### config.mk
export PLATFORM = sky130hd
export DESIGN_NAME = uart_rx_param
export DESIGN_NICKNAME = d
export VERILOG_FILES = /design/src/rtl/uart_rx_param.sv
export SDC_FILE = /design/constraint.sdc
export NUM_CORES = 1
export LEC_CHECK = 0
export CORE_MARGIN = 2
export CORE_UTILIZATION = 55
export DETAILED_ROUTE_END_ITERATION = 12
export GPL_TIMING_DRIVEN = 0
export PLACE_DENSITY = 0.76
export REMOVE_ABC_BUFFERS = 1
export SLEW_MARGIN = 20
export SYNTH_ARGS = -nofsm -noshare
export SYNTH_HDL_FRONTEND = slang
export SYNTH_SLANG_ARGS = --single-unit
### constraint.sdc
create_clock -name clk -period 2.1 [get_ports clk]
set_input_delay 0.21 -clock clk [delete_from_list [all_inputs] [get_ports clk]]
set_output_delay 0.21 -clock clk [all_outputs]
set_load 0.02 [all_outputs]
### src/rtl/uart_rx_param.sv
// Oversampling UART receiver: 2-flop synchroniser, 3-sample majority vote per bit,
// false-start rejection, configurable width/parity/stop bits, parity and framing flags.
module uart_rx_param #(
    parameter int unsigned DATA_BITS = 8,
    parameter int unsigned OVS       = 16,
    parameter int unsigned PARITY    = 0,
    parameter int unsigned STOP_BITS = 1
) (
    input  logic                 clk,
    input  logic                 reset,
    input  logic                 DataIn,
    output logic [DATA_BITS-1:0] Data,
    output logic                 DataEn,
    output logic                 ParityErr,
    output logic                 FrameErr,
    output logic                 Busy
);

    localparam int unsigned OsW    = $clog2(OVS);
    localparam int unsigned BitW   = $clog2(DATA_BITS + 4);
    localparam int unsigned HasPar = (PARITY != 0) ? 1 : 0;

    localparam logic [OsW-1:0]  OsSamp0  = OsW'(OVS / 2 - 1);
    localparam logic [OsW-1:0]  OsSamp1  = OsW'(OVS / 2);
    localparam logic [OsW-1:0]  OsDecide = OsW'(OVS / 2 + 1);
    localparam logic [OsW-1:0]  OsLast   = OsW'(OVS - 1);
    localparam logic [BitW-1:0] LastData = BitW'(DATA_BITS);
    localparam logic [BitW-1:0] LastStop = BitW'(DATA_BITS + HasPar + STOP_BITS);
    localparam logic            OddPar   = (PARITY == 2);

    typedef enum logic [2:0] {
        StArm,
        StIdle,
        StStart,
        StData,
        StParity,
        StStop
    } state_e;

    state_e state_q, state_d;

    logic                 rx_meta_q, rx_s_q;
    logic [OsW-1:0]       os_cnt_q, os_cnt_d;
    logic [BitW-1:0]      bit_cnt_q, bit_cnt_d;
    logic [1:0]           samp_q, samp_d;
    logic [DATA_BITS-1:0] shift_q, shift_d;
    logic                 par_acc_q, par_acc_d;
    logic                 par_err_q, par_err_d;
    logic                 frm_err_q, frm_err_d;
    logic [DATA_BITS-1:0] data_q, data_d;
    logic                 data_en_q, data_en_d;
    logic                 parity_err_q, parity_err_d;
    logic                 frame_err_q, frame_err_d;

    logic rx_s;
    logic maj;
    logic decide;
    logic bit_end;

    assign rx_s    = rx_s_q;
    assign maj     = (samp_q[0] & samp_q[1]) | (samp_q[0] & rx_s) | (samp_q[1] & rx_s);
    assign decide  = (os_cnt_q == OsDecide);
    assign bit_end = (os_cnt_q == OsLast);

    always_comb begin
        state_d      = state_q;
        os_cnt_d     = bit_end ? '0 : os_cnt_q + OsW'(1);
        bit_cnt_d    = bit_cnt_q;
        samp_d       = samp_q;
        shift_d      = shift_q;
        par_acc_d    = par_acc_q;
        par_err_d    = par_err_q;
        frm_err_d    = frm_err_q;
        data_d       = data_q;
        data_en_d    = 1'b0;
        parity_err_d = parity_err_q;
        frame_err_d  = frame_err_q;

        if (os_cnt_q == OsSamp0) begin
            samp_d[0] = rx_s;
        end
        if (os_cnt_q == OsSamp1) begin
            samp_d[1] = rx_s;
        end

        unique case (state_q)
            StArm: begin
                os_cnt_d = '0;
                if (rx_s) begin
                    state_d = StIdle;
                end
            end
            StIdle: begin
                os_cnt_d = '0;
                if (!rx_s) begin
                    // The cycle that sees the falling edge is offset 0 of the start bit.
                    state_d   = StStart;
                    os_cnt_d  = OsW'(1);
                    bit_cnt_d = '0;
                    par_acc_d = 1'b0;
                    par_err_d = 1'b0;
                    frm_err_d = 1'b0;
                end
            end
            StStart: begin
                if (decide && maj) begin
                    state_d  = StIdle;
                    os_cnt_d = '0;
                end else if (bit_end) begin
                    state_d   = StData;
                    bit_cnt_d = bit_cnt_q + BitW'(1);
                end
            end
            StData: begin
                if (decide) begin
                    shift_d   = {maj, shift_q[DATA_BITS-1:1]};
                    par_acc_d = par_acc_q ^ maj;
                end
                if (bit_end) begin
                    bit_cnt_d = bit_cnt_q + BitW'(1);
                    if (bit_cnt_q == LastData) begin
                        state_d = (HasPar != 0) ? StParity : StStop;
                    end
                end
            end
            StParity: begin
                if (decide && ((par_acc_q ^ maj) != OddPar)) begin
                    par_err_d = 1'b1;
                end
                if (bit_end) begin
                    state_d   = StStop;
                    bit_cnt_d = bit_cnt_q + BitW'(1);
                end
            end
            StStop: begin
                if (decide) begin
                    if (!maj) begin
                        frm_err_d = 1'b1;
                    end
                    if (bit_cnt_q == LastStop) begin
                        // Leave mid stop bit so a start edge at the nominal bit end is caught.
                        data_d       = shift_q;
                        data_en_d    = 1'b1;
                        parity_err_d = par_err_q;
                        frame_err_d  = frm_err_q | ~maj;
                        state_d      = maj ? StIdle : StArm;
                        os_cnt_d     = '0;
                    end
                end else if (bit_end) begin
                    bit_cnt_d = bit_cnt_q + BitW'(1);
                end
            end
            default: begin
                state_d  = StArm;
                os_cnt_d = '0;
            end
        endcase
    end

    always_ff @(posedge clk or negedge reset) begin
        if (!reset) begin
            rx_meta_q    <= 1'b1;
            rx_s_q       <= 1'b1;
            state_q      <= StArm;
            os_cnt_q     <= '0;
            bit_cnt_q    <= '0;
            samp_q       <= '0;
            shift_q      <= '0;
            par_acc_q    <= 1'b0;
            par_err_q    <= 1'b0;
            frm_err_q    <= 1'b0;
            data_q       <= '0;
            data_en_q    <= 1'b0;
            parity_err_q <= 1'b0;
            frame_err_q  <= 1'b0;
        end else begin
            rx_meta_q    <= DataIn;
            rx_s_q       <= rx_meta_q;
            state_q      <= state_d;
            os_cnt_q     <= os_cnt_d;
            bit_cnt_q    <= bit_cnt_d;
            samp_q       <= samp_d;
            shift_q      <= shift_d;
            par_acc_q    <= par_acc_d;
            par_err_q    <= par_err_d;
            frm_err_q    <= frm_err_d;
            data_q       <= data_d;
            data_en_q    <= data_en_d;
            parity_err_q <= parity_err_d;
            frame_err_q  <= frame_err_d;
        end
    end

    assign Data      = data_q;
    assign DataEn    = data_en_q;
    assign ParityErr = parity_err_q;
    assign FrameErr  = frame_err_q;
    assign Busy      = (state_q != StArm) && (state_q != StIdle);

endmodule

==> impl_metrics.py, run 1 <==
metrics = {
    "global_route": {
        "grt_max_degree": 25,
        "grt_first_pass_wirelength_um": 5644,
        "grt-ovfl-total": 0,
        "grt_pass1_vias": 1257,
        "grt_use_total": 0.2025,
        "antenna_found_initial": 0,
    },
    "setup_path": {
        "crit_type": "flip-flop to primary output",
        "crit_path_start_kind": "flip-flop",
        "cp.required_ns": 1.89,
        "worstSetupEndpointType": "primary output",
        "cp_max_fo": 19,
        "arrival_ns": 1.77,
    },
    "synth": {
        "syn_inst": 162,
        "synth_area_leaders": "dfrtp_1 47%, mux2_4 6.5%, mux2_2 6.1%, ha_1 4.0%, dfstp_2 2.8%",
        "synth.most_common_cell": "dfrtp_1",
        "syn_avg_cell_area_um2": 11.45,
        "synth_common_cells": "35 x dfrtp_1, 12 x nand2_1, 10 x a21oi_1, 10 x mux2_2",
        "yosysTopAreaCell": "dfrtp_1",
        "synth-edff-count": 0,
        "ys_seq_area_frac": 0.5007,
        "yosys_warnings": 0,
        "ys_ff_latch": 37,
        "ys_types": 46,
        "synth_top_area_frac": 0.4723,
        "ys.flop_type": "dfrtp_1",
        "netlist_area_um2": 1854,
        "async_flop_share": 1.000,
    },
    "detailed_routing": {
        "via_per_inst": 5.765,
        "wl_per_cell_um": 14.88,
        "ant_nets": 0,
        "highest_layer": "met4",
        "met2WireLength_um": 1679,
        "met3WireLength_um": 125,
        "vias": 1303,
        "drc_errors": 0,
        "firstDrtPassIters": 4,
        "drt_iter0_markers": 73,
        "wl_met1_um": 1503,
        "wl_um": 3362,
    },
    "clock_tree": {
        "path_clk_slew_ns": 0.12,
        "cts_buffer_depth": 2,
        "cts-root-buf": "clkbuf_4",
        "cts_made_buffers": 5,
        "worstSkewPairLatency_ns": 0.35,
        "tritoncts": "done",
        "h-tree-depth": 2,
        "cts.sinks": 37,
    },
    "sta": {
        "slew_violations": 0,
        "skew_ns": 0.01056,
        "worst_slew_pin_slew_ns": 0.6248,
        "setup_viol": 0,
        "tns_ns": 0,
        "finalHoldViolations": 0,
        "maxSlewHeadroom": 0.5826,
        "fmax_mhz": 505.9,
        "fin_crit_ns": 1.977,
        "fin_crit_sh": 0.9413,
        "hold-worst-slack_ns": 0.2481,
        "rsz0062_at_grt": "false",
    },
    "power": {
        "power_leakage_nw": 0.9752,
        "vdd_drop_max_mv": 0.5940,
        "finalPower_mw": 1.882,
        "power.density_nw_per_um2": 874.4,
    },
    "floorplanning": {
        "start_util": 0.5646,
        "fp-row-count": 21,
        "die_w_um": 62.07,
        "pin_count": 15,
        "die_area_um2": 3852,
        "core_area_um2": 3284,
        "die_y_um": 62.07,
    },
    "worst_hold_path": {
        "hold_path_class": "primary input to flip-flop",
    },
    "cells_and_area": {
        "utilization": 0.6552,
        "register_area_um2": 930.9,
        "multi_input_area_um2": 860.8,
        "final_cells": 226,
        "num-fill-cells": 257,
        "diodes": 0,
        "drive_above_1_share": 0.2333,
        "syn_to_final_growth_pct": 16.06,
        "nets": 188,
    },
    "placed_design": {
        "place_congestion": 0.8680,
        "place_inst": 216,
        "dp_hpwl_um": 2341,
        "numPortBuffers": 14,
    },
    "run": {
        "max_cap_viol_count": 0,
    },
    "outcome": {
        "status": "completed",
    },
}
[critical path: stages (launching register included)]
cell and delay [ns]:
dfrtp_2 0.55, or2_2 0.33, clkdlybuf4s50_1 0.54
[worst paths after layout]
| path | from | endpoint | slack, ns | cells after the start |
|---|---|---|---|---|
| max | state_q[2] | Busy | 0.12 | 2 |
| min | DataIn | rx_meta_q | 0.25 | 1 |
| max reg2reg | bit_cnt_q[1] | Data[0] | 0.27 | 6 |
| min reg2reg | rx_meta_q | rx_s | 0.38 | 0 |
| max in group asynchronous | reset | state_q[1] | 1.39 | 3 |
| min in group asynchronous | reset | bit_cnt_q[2] | 0.28 | 2 |
[placed cells by master (no fill, tap or decap), types with 2 or more instances in the layout]
cell	instances
o21ai_0	6
nor3_1	2
nor2_1	8
mux2_2	10
nor3b_1	2
o21a_1	3
nand3_1	4
mux2_4	8
nand4b_1	2
dfrtp_1	33
clkdlybuf4s50_1	13
xnor2_1	2
nand2_1	12
clkbuf_4	5
nor2b_1	2
nand2b_1	3
dfrtp_2	2
ha_1	6
nor4_1	2
a21oi_1	10
inv_1	7
a31oi_1	4
o22ai_1	3
dfstp_2	2
[area by class of cell]
| type | count | area share |
|---|---|---|
| Sequential cell | 37 | 0.4326 |
| Multi-Input combinational cell | 111 | 0.4000 |
| Timing Repair Buffer | 17 | 0.08954 |
| Tap cell | 46 | 0.02674 |
| Clock inverter | 3 | 0.02151 |
| Clock buffer | 5 | 0.01744 |
| Inverter | 7 | 0.01221 |
[power by group]
| group | leakage [nW] | total [mW] | switching, mW | internal [mW] |
|---|---|---|---|---|
| Combinational | 0.436 | 0.482 | 0.254 | 0.228 |
| Sequential | 0.498 | 0.898 | 0.119 | 0.779 |
| Clock | 0.0414 | 0.501 | 0.249 | 0.252 |
[sequential cells by signal (all words and copies together) (netlist names)]
signal and flops:
Data 8, shift_q 8, bit_cnt_q 4, os_cnt_q 4, state_q 3, samp_q 2
DataEn 1, FrameErr 1, ParityErr 1, frm_err_q 1, par_acc_q 1, par_err_q 1
rx_meta_q 1, rx_s 1
[stage by stage]
step	worst slack, ns	cell area (um^2)
global placement	-0.1325	2013
CTS	0.01504	2150
detailed placement	-0.1770	2036
finish	0.1232	2152
floorplan	0.08243	1815
global route	0.06547	2152
[what timing repair did]
item,4_1_cts,5_1_grt
gates resized for setup,0,2
setup buffers,1,0
hold buffers,1,0
endpoints found under the hold margin,11,0
setup endpoints to repair,9,1
pin swaps,1,0
[cell families after synthesis]
kind of cell,share of synthesized area
AND/OR/NAND/NOR,0.1512
flip-flops,0.5007
AO/OA/AOI/OAI,0.1262
multiplexers,0.1309
buffers and inverters,0.03509
adder cells (fa/ha/maj),0.04656
XOR/XNOR,0.009448
[routing by layer]
metal,global-route usage,vias up
met5,0,-
met4,0.1064,0
met3,0.04348,6
met2,0.3229,34
met1,0.2580,649
li1,-,614
(Power assumes the default switching activity.)
==> run 2, diff against run 1 <==
Settings changed: CELL_PAD_IN_SITES_DETAIL_PLACEMENT set to 0, CELL_PAD_IN_SITES_GLOBAL_PLACEMENT set to 1, CORE_UTILIZATION 55 to 46, MAX_ROUTING_LAYER set to met4, PLACE_DENSITY 0.76 to unset, PLACE_DENSITY_LB_ADDON set to 0.1, SETUP_SLACK_MARGIN set to 0.2.
==> impl_metrics.py, run 2 (synthesis results as in run 1) <==
metrics = {
    "power": {
        "finalPower_mw": 1.877,
        "comb_power_share": 0.266,
        "power_switching_share": 0.3306,
        "p_sw_mw": 0.6206,
        "p_int_mw": 1.256,
        "power_leakage_nw": 1.016,
        "vdd_drop_max_mv": 0.4516,
        "pwr-share-clk": 0.249,
        "p_seq_frac": 0.485,
        "power.density_nw_per_um2": 835.7,
    },
    "setup_path": {
        "cp.required_ns": 1.89,
        "crit_path_start_kind": "flip-flop",
        "crit_type": "flip-flop to primary output",
        "worstSetupEndpointType": "primary output",
        "arrival_ns": 1.64,
        "cp_max_fo": 17,
    },
    "global_route": {
        "grt_max_degree": 21,
        "grt-ovfl-total": 0,
        "grt_pass1_vias": 1266,
        "grt_use_total": 0.1793,
        "grt_first_pass_wirelength_um": 5913,
        "antenna_found_initial": 0,
    },
    "sta": {
        "setup_viol": 0,
        "worst_slew_pin_slew_ns": 0.4515,
        "skew_ns": 0.003498,
        "finalHoldViolations": 0,
        "maxSlewHeadroom": 0.6990,
        "tns_ns": 0,
        "fin_crit_ns": 1.851,
        "slew_violations": 0,
        "fin_crit_sh": 0.8816,
        "fmax_mhz": 540.1,
        "rsz0062_at_grt": "true",
        "hold-worst-slack_ns": 0.3299,
    },
    "clock_tree": {
        "cts-root-buf": "clkbuf_8",
        "worstSkewPairLatency_ns": 0.28,
        "tritoncts": "done",
        "cts_buffer_depth": 2,
        "cts.sinks": 37,
        "h-tree-depth": 2,
        "cts_made_buffers": 5,
        "path_clk_slew_ns": 0.07,
    },
    "cells_and_area": {
        "syn_to_final_growth_pct": 21.12,
        "drive_above_1_share": 0.2781,
        "num-fill-cells": 335,
        "diodes": 0,
        "final_common_cell": "dfrtp_1",
        "layout_common_cells": "32 x dfrtp_1, 13 x clkdlybuf4s50_1, 12 x nand2_1",
        "nets": 195,
    },
    "floorplanning": {
        "core_area_um2": 3943,
        "die_w_um": 67.49,
        "fp-row-count": 23,
        "start_util": 0.4703,
        "die_area_um2": 4555,
        "die_y_um": 67.49,
        "pin_count": 15,
    },
    "placed_design": {
        "numPortBuffers": 14,
        "place_congestion": 0.7875,
        "dp_hpwl_um": 2383,
    },
    "detailed_routing": {
        "ant_nets": 0,
        "vias": 1273,
        "drc_errors": 0,
        "via_per_inst": 5.371,
        "wl_per_cell_um": 14.69,
        "firstDrtPassIters": 4,
        "wl_um": 3482,
        "drt_iter0_markers": 107,
    },
    "outcome": {
        "status": "completed",
    },
    "worst_hold_path": {
        "hold_path_class": "primary input to flip-flop",
    },
    "run": {
        "max_cap_viol_count": 0,
    },
}
-- run 2: changes by cell type in the layout (fill, tap and decap cells not counted), moves of 2 or more --
cell,change
clkbuf_8,+5
clkbuf_1,+2
buf_4,+6
clkbuf_4,-5
ha_1,-2
-- run 2: layer usage --
metal  up-vias  GRT usage  part of all wire
met5         -          -                 0
met2        20     0.2733              0.49
met4         0    0.08929             0.018
li1        631          -                 -
met1       615     0.2261              0.47
met3         7    0.03667             0.026
-- run 2: worst paths after layout --
kind,startpoint,end,slack (ns),cells after the start
setup / recovery,state_q[1],Busy,0.25,2
setup reg to reg,os_cnt_q[1],Data[0],0.27,7
hold / removal,DataIn,rx_meta_q,0.33,1
min in group asynchronous,reset,shift_q[2],0.40,2
hold reg to reg,rx_meta_q,rx_s,0.36,0
max in group asynchronous,reset,state_q[1],1.24,3
-- run 2: repair_timing --
action	4_1_cts	5_1_grt
hold buffers	1	0
gates resized for setup	2	6
hold endpoints to repair	15	0
endpoints found under the setup margin	11	9
gates cloned	0	1
setup buffers	1	6
pin swaps	1	1
-- run 2: power groups by stage --
stage	registers (mW)	clock network [mW]	logic, mW
6_report	0.910	0.468	0.499
5_1_grt	0.932	0.520	0.567
4_1_cts	0.900	0.485	0.486
3_5_place_dp	0.910	0	0.480
3_3_place_gp	0.909	0	0.463
2_1_floorplan	0.876	0	0.369
-- run 2: stage by stage --
step	setup WS, ns	cells	cell area [um^2]	utilization
after CTS	0.2034	230	2155	0.5465
after global placement	-0.1405	219	2018	0.5119
after global routing	0.1880	237	2246	0.5697
after floorplan	0.08243	155	1815	-
after detailed placement	-0.1782	220	2041	0.5176
final	0.2486	237	2246	0.5697
-- run 2: worst max-delay path, stage by stage, from the launching register on --
cell and delay [ns]:
dfrtp_2 0.52, or2_2 0.31, clkdlybuf4s50_1 0.53
-- run 2: final cells by class --
class                      instances  area [um^2]  share of cell area
clock buffer                       7        76.32             0.03398
multi-input combinational        111        880.8              0.3922
tap                               50        62.56             0.02786
timing repair buffer              24        262.8              0.1170
sequential                        37        932.1              0.4150
clock inverter                     1        5.005            0.002228
inverter                           7        26.28             0.01170
==> run 3, diff against run 2 <==
Settings changed: CAP_MARGIN set to 40, CELL_PAD_IN_SITES_DETAIL_PLACEMENT 0 to 1.
==> impl_metrics.py, run 3 (synthesis results as in run 1) <==
metrics = {
    "global_route": {
        "grt_use_total": 0.2125,
        "grt_first_pass_wirelength_um": 6775,
        "grt_max_degree": 21,
        "grt_pass1_vias": 1379,
        "grt-ovfl-total": 0,
        "antenna_found_initial": 0,
    },
    "sta": {
        "maxSlewHeadroom": 0.6911,
        "fin_crit_ns": 1.832,
        "final.setup.worst_slack_ns": 0.2679,
        "finalHoldViolations": 0,
        "setup_viol": 0,
        "rsz0062_at_grt": "false",
        "skew_ns": 0.006343,
        "slew_violations": 0,
        "hold-worst-slack_ns": 0.3138,
        "fmax_mhz": 545.8,
        "worst_slew_pin_slew_ns": 0.4614,
        "fin_crit_sh": 0.8724,
    },
    "detailed_routing": {
        "drt_iter0_markers": 68,
        "via_per_inst": 5.641,
        "firstDrtPassIters": 4,
        "wl_per_cell_um": 17.01,
        "ant_nets": 0,
        "wl_um": 3981,
        "vias": 1320,
        "drc_errors": 0,
    },
    "clock_tree": {
        "path_clk_slew_ns": 0.07,
        "tritoncts": "done",
        "cts.sinks": 37,
        "cts_buffer_depth": 2,
        "worstSkewPairLatency_ns": 0.29,
        "cts_made_buffers": 5,
        "h-tree-depth": 2,
        "cts-root-buf": "clkbuf_8",
    },
    "setup_path": {
        "r2r_cells": 6,
        "worstSetupEndpointType": "primary output",
        "crit_path_start_kind": "flip-flop",
        "critPathMaxStageDelay_ns": 0.54,
        "crit_type": "flip-flop to primary output",
        "crit_slowest_cell": "clkdlybuf4s50_1",
        "cp_max_fo": 12,
        "arrival_ns": 1.62,
        "cp_cell_sequence": "or2_2 -> clkdlybuf4s50_1",
        "cp.required_ns": 1.89,
    },
    "floorplanning": {
        "die_area_um2": 4555,
        "die_w_um": 67.49,
        "pin_count": 15,
        "die_y_um": 67.49,
        "start_util": 0.4703,
        "core_area_um2": 3943,
        "fp-row-count": 23,
    },
    "placed_design": {
        "dp_hpwl_um": 2658,
        "numPortBuffers": 14,
        "placed_area_um2": 2041,
        "post-place-ws_ns": -0.2598,
        "place_congestion": 0.7875,
    },
    "worst_hold_path": {
        "hold_path_class": "primary input to flip-flop",
        "holdPathStages": 1,
    },
    "cells_and_area": {
        "diodes": 0,
        "nets": 192,
        "drive_above_1_share": 0.2500,
        "num-fill-cells": 421,
        "fin_area_um2": 2230,
        "layout_common_cells": "33 x dfrtp_1, 13 x clkdlybuf4s50_1, 12 x nand2_1",
        "syn_to_final_growth_pct": 20.24,
        "final_common_cell": "dfrtp_1",
    },
    "outcome": {
        "status": "completed",
    },
    "power": {
        "power_switching_share": 0.3175,
        "pwr-share-clk": 0.309,
        "p_int_mw": 1.411,
        "p_seq_frac": 0.433,
        "p_sw_mw": 0.6563,
        "power.density_nw_per_um2": 927.1,
        "vdd_drop_max_mv": 0.4173,
        "comb_power_share": 0.259,
        "power_leakage_nw": 1.016,
    },
    "run": {
        "max_cap_viol_count": 0,
    },
}
## run 3: power groups by stage
| stage | Combinational (mW) | Clock [mW] | Sequential, mW |
|---|---|---|---|
| 3_5_place_dp | 0.497 | 0 | 0.910 |
| 2_1_floorplan | 0.369 | 0 | 0.876 |
| 3_3_place_gp | 0.463 | 0 | 0.909 |
| 6_report | 0.534 | 0.638 | 0.895 |
| 5_1_grt | 0.594 | 0.698 | 0.910 |
| 4_1_cts | 0.504 | 0.656 | 0.900 |
## run 3: metrics by stage
step / TNS, ns / power (mW) / util / instances
finish: 0 / 2.067 / 0.5655 / 234
floorplan: 0 / 1.246 / - / 155
detailed placement: -1.862 / 1.407 / 0.5176 / 220
CTS: 0 / 2.059 / 0.5611 / 233
global placement: -0.7645 / 1.372 / 0.5119 / 219
global route: 0 / 2.202 / 0.5655 / 234
## run 3: area by class of cell
type	count	area [um^2]	area share
multi-input cells	111	870.8	0.3906
clock inverters	1	30.03	0.01347
repair buffers	21	222.7	0.09989
well taps	50	62.56	0.02806
clock buffers	7	86.33	0.03872
flip-flops and latches	37	930.9	0.4175
inverters	7	26.28	0.01178
## run 3: per-layer routing
layer	share of wire	track usage
met1	0.44	0.2540
met4	0.019	0.09439
met3	0.044	0.05667
met5	0	-
met2	0.50	0.3358
## run 3: final timing paths
| kind | from | endpoint | slack, ns |
|---|---|---|---|
| max in group asynchronous | reset | state_q[1] | 1.23 |
| setup / recovery | state_q[1] | Busy | 0.27 |
| min in group asynchronous | reset | state_q[0] | 0.41 |
| setup reg to reg | os_cnt_q[1] | Data[0] | 0.30 |
| hold reg to reg | rx_meta_q | rx_s | 0.37 |
| hold / removal | DataIn | rx_meta_q | 0.31 |
## run 3: critical path: cells and delay by family, from the launching register on
| family | cells | cell delay, ns |
|---|---|---|
| buf+inv | 1 | 0.54 |
| flops | 1 | 0.50 |
| simple gates | 1 | 0.30 |
## run 3: repair_timing
action,4_1_cts,5_1_grt
hold buffers,1,0
pin swaps,1,0
resized for setup,2,2
setup endpoints to repair,11,10
hold endpoints to repair,15,0
setup buffers,4,1
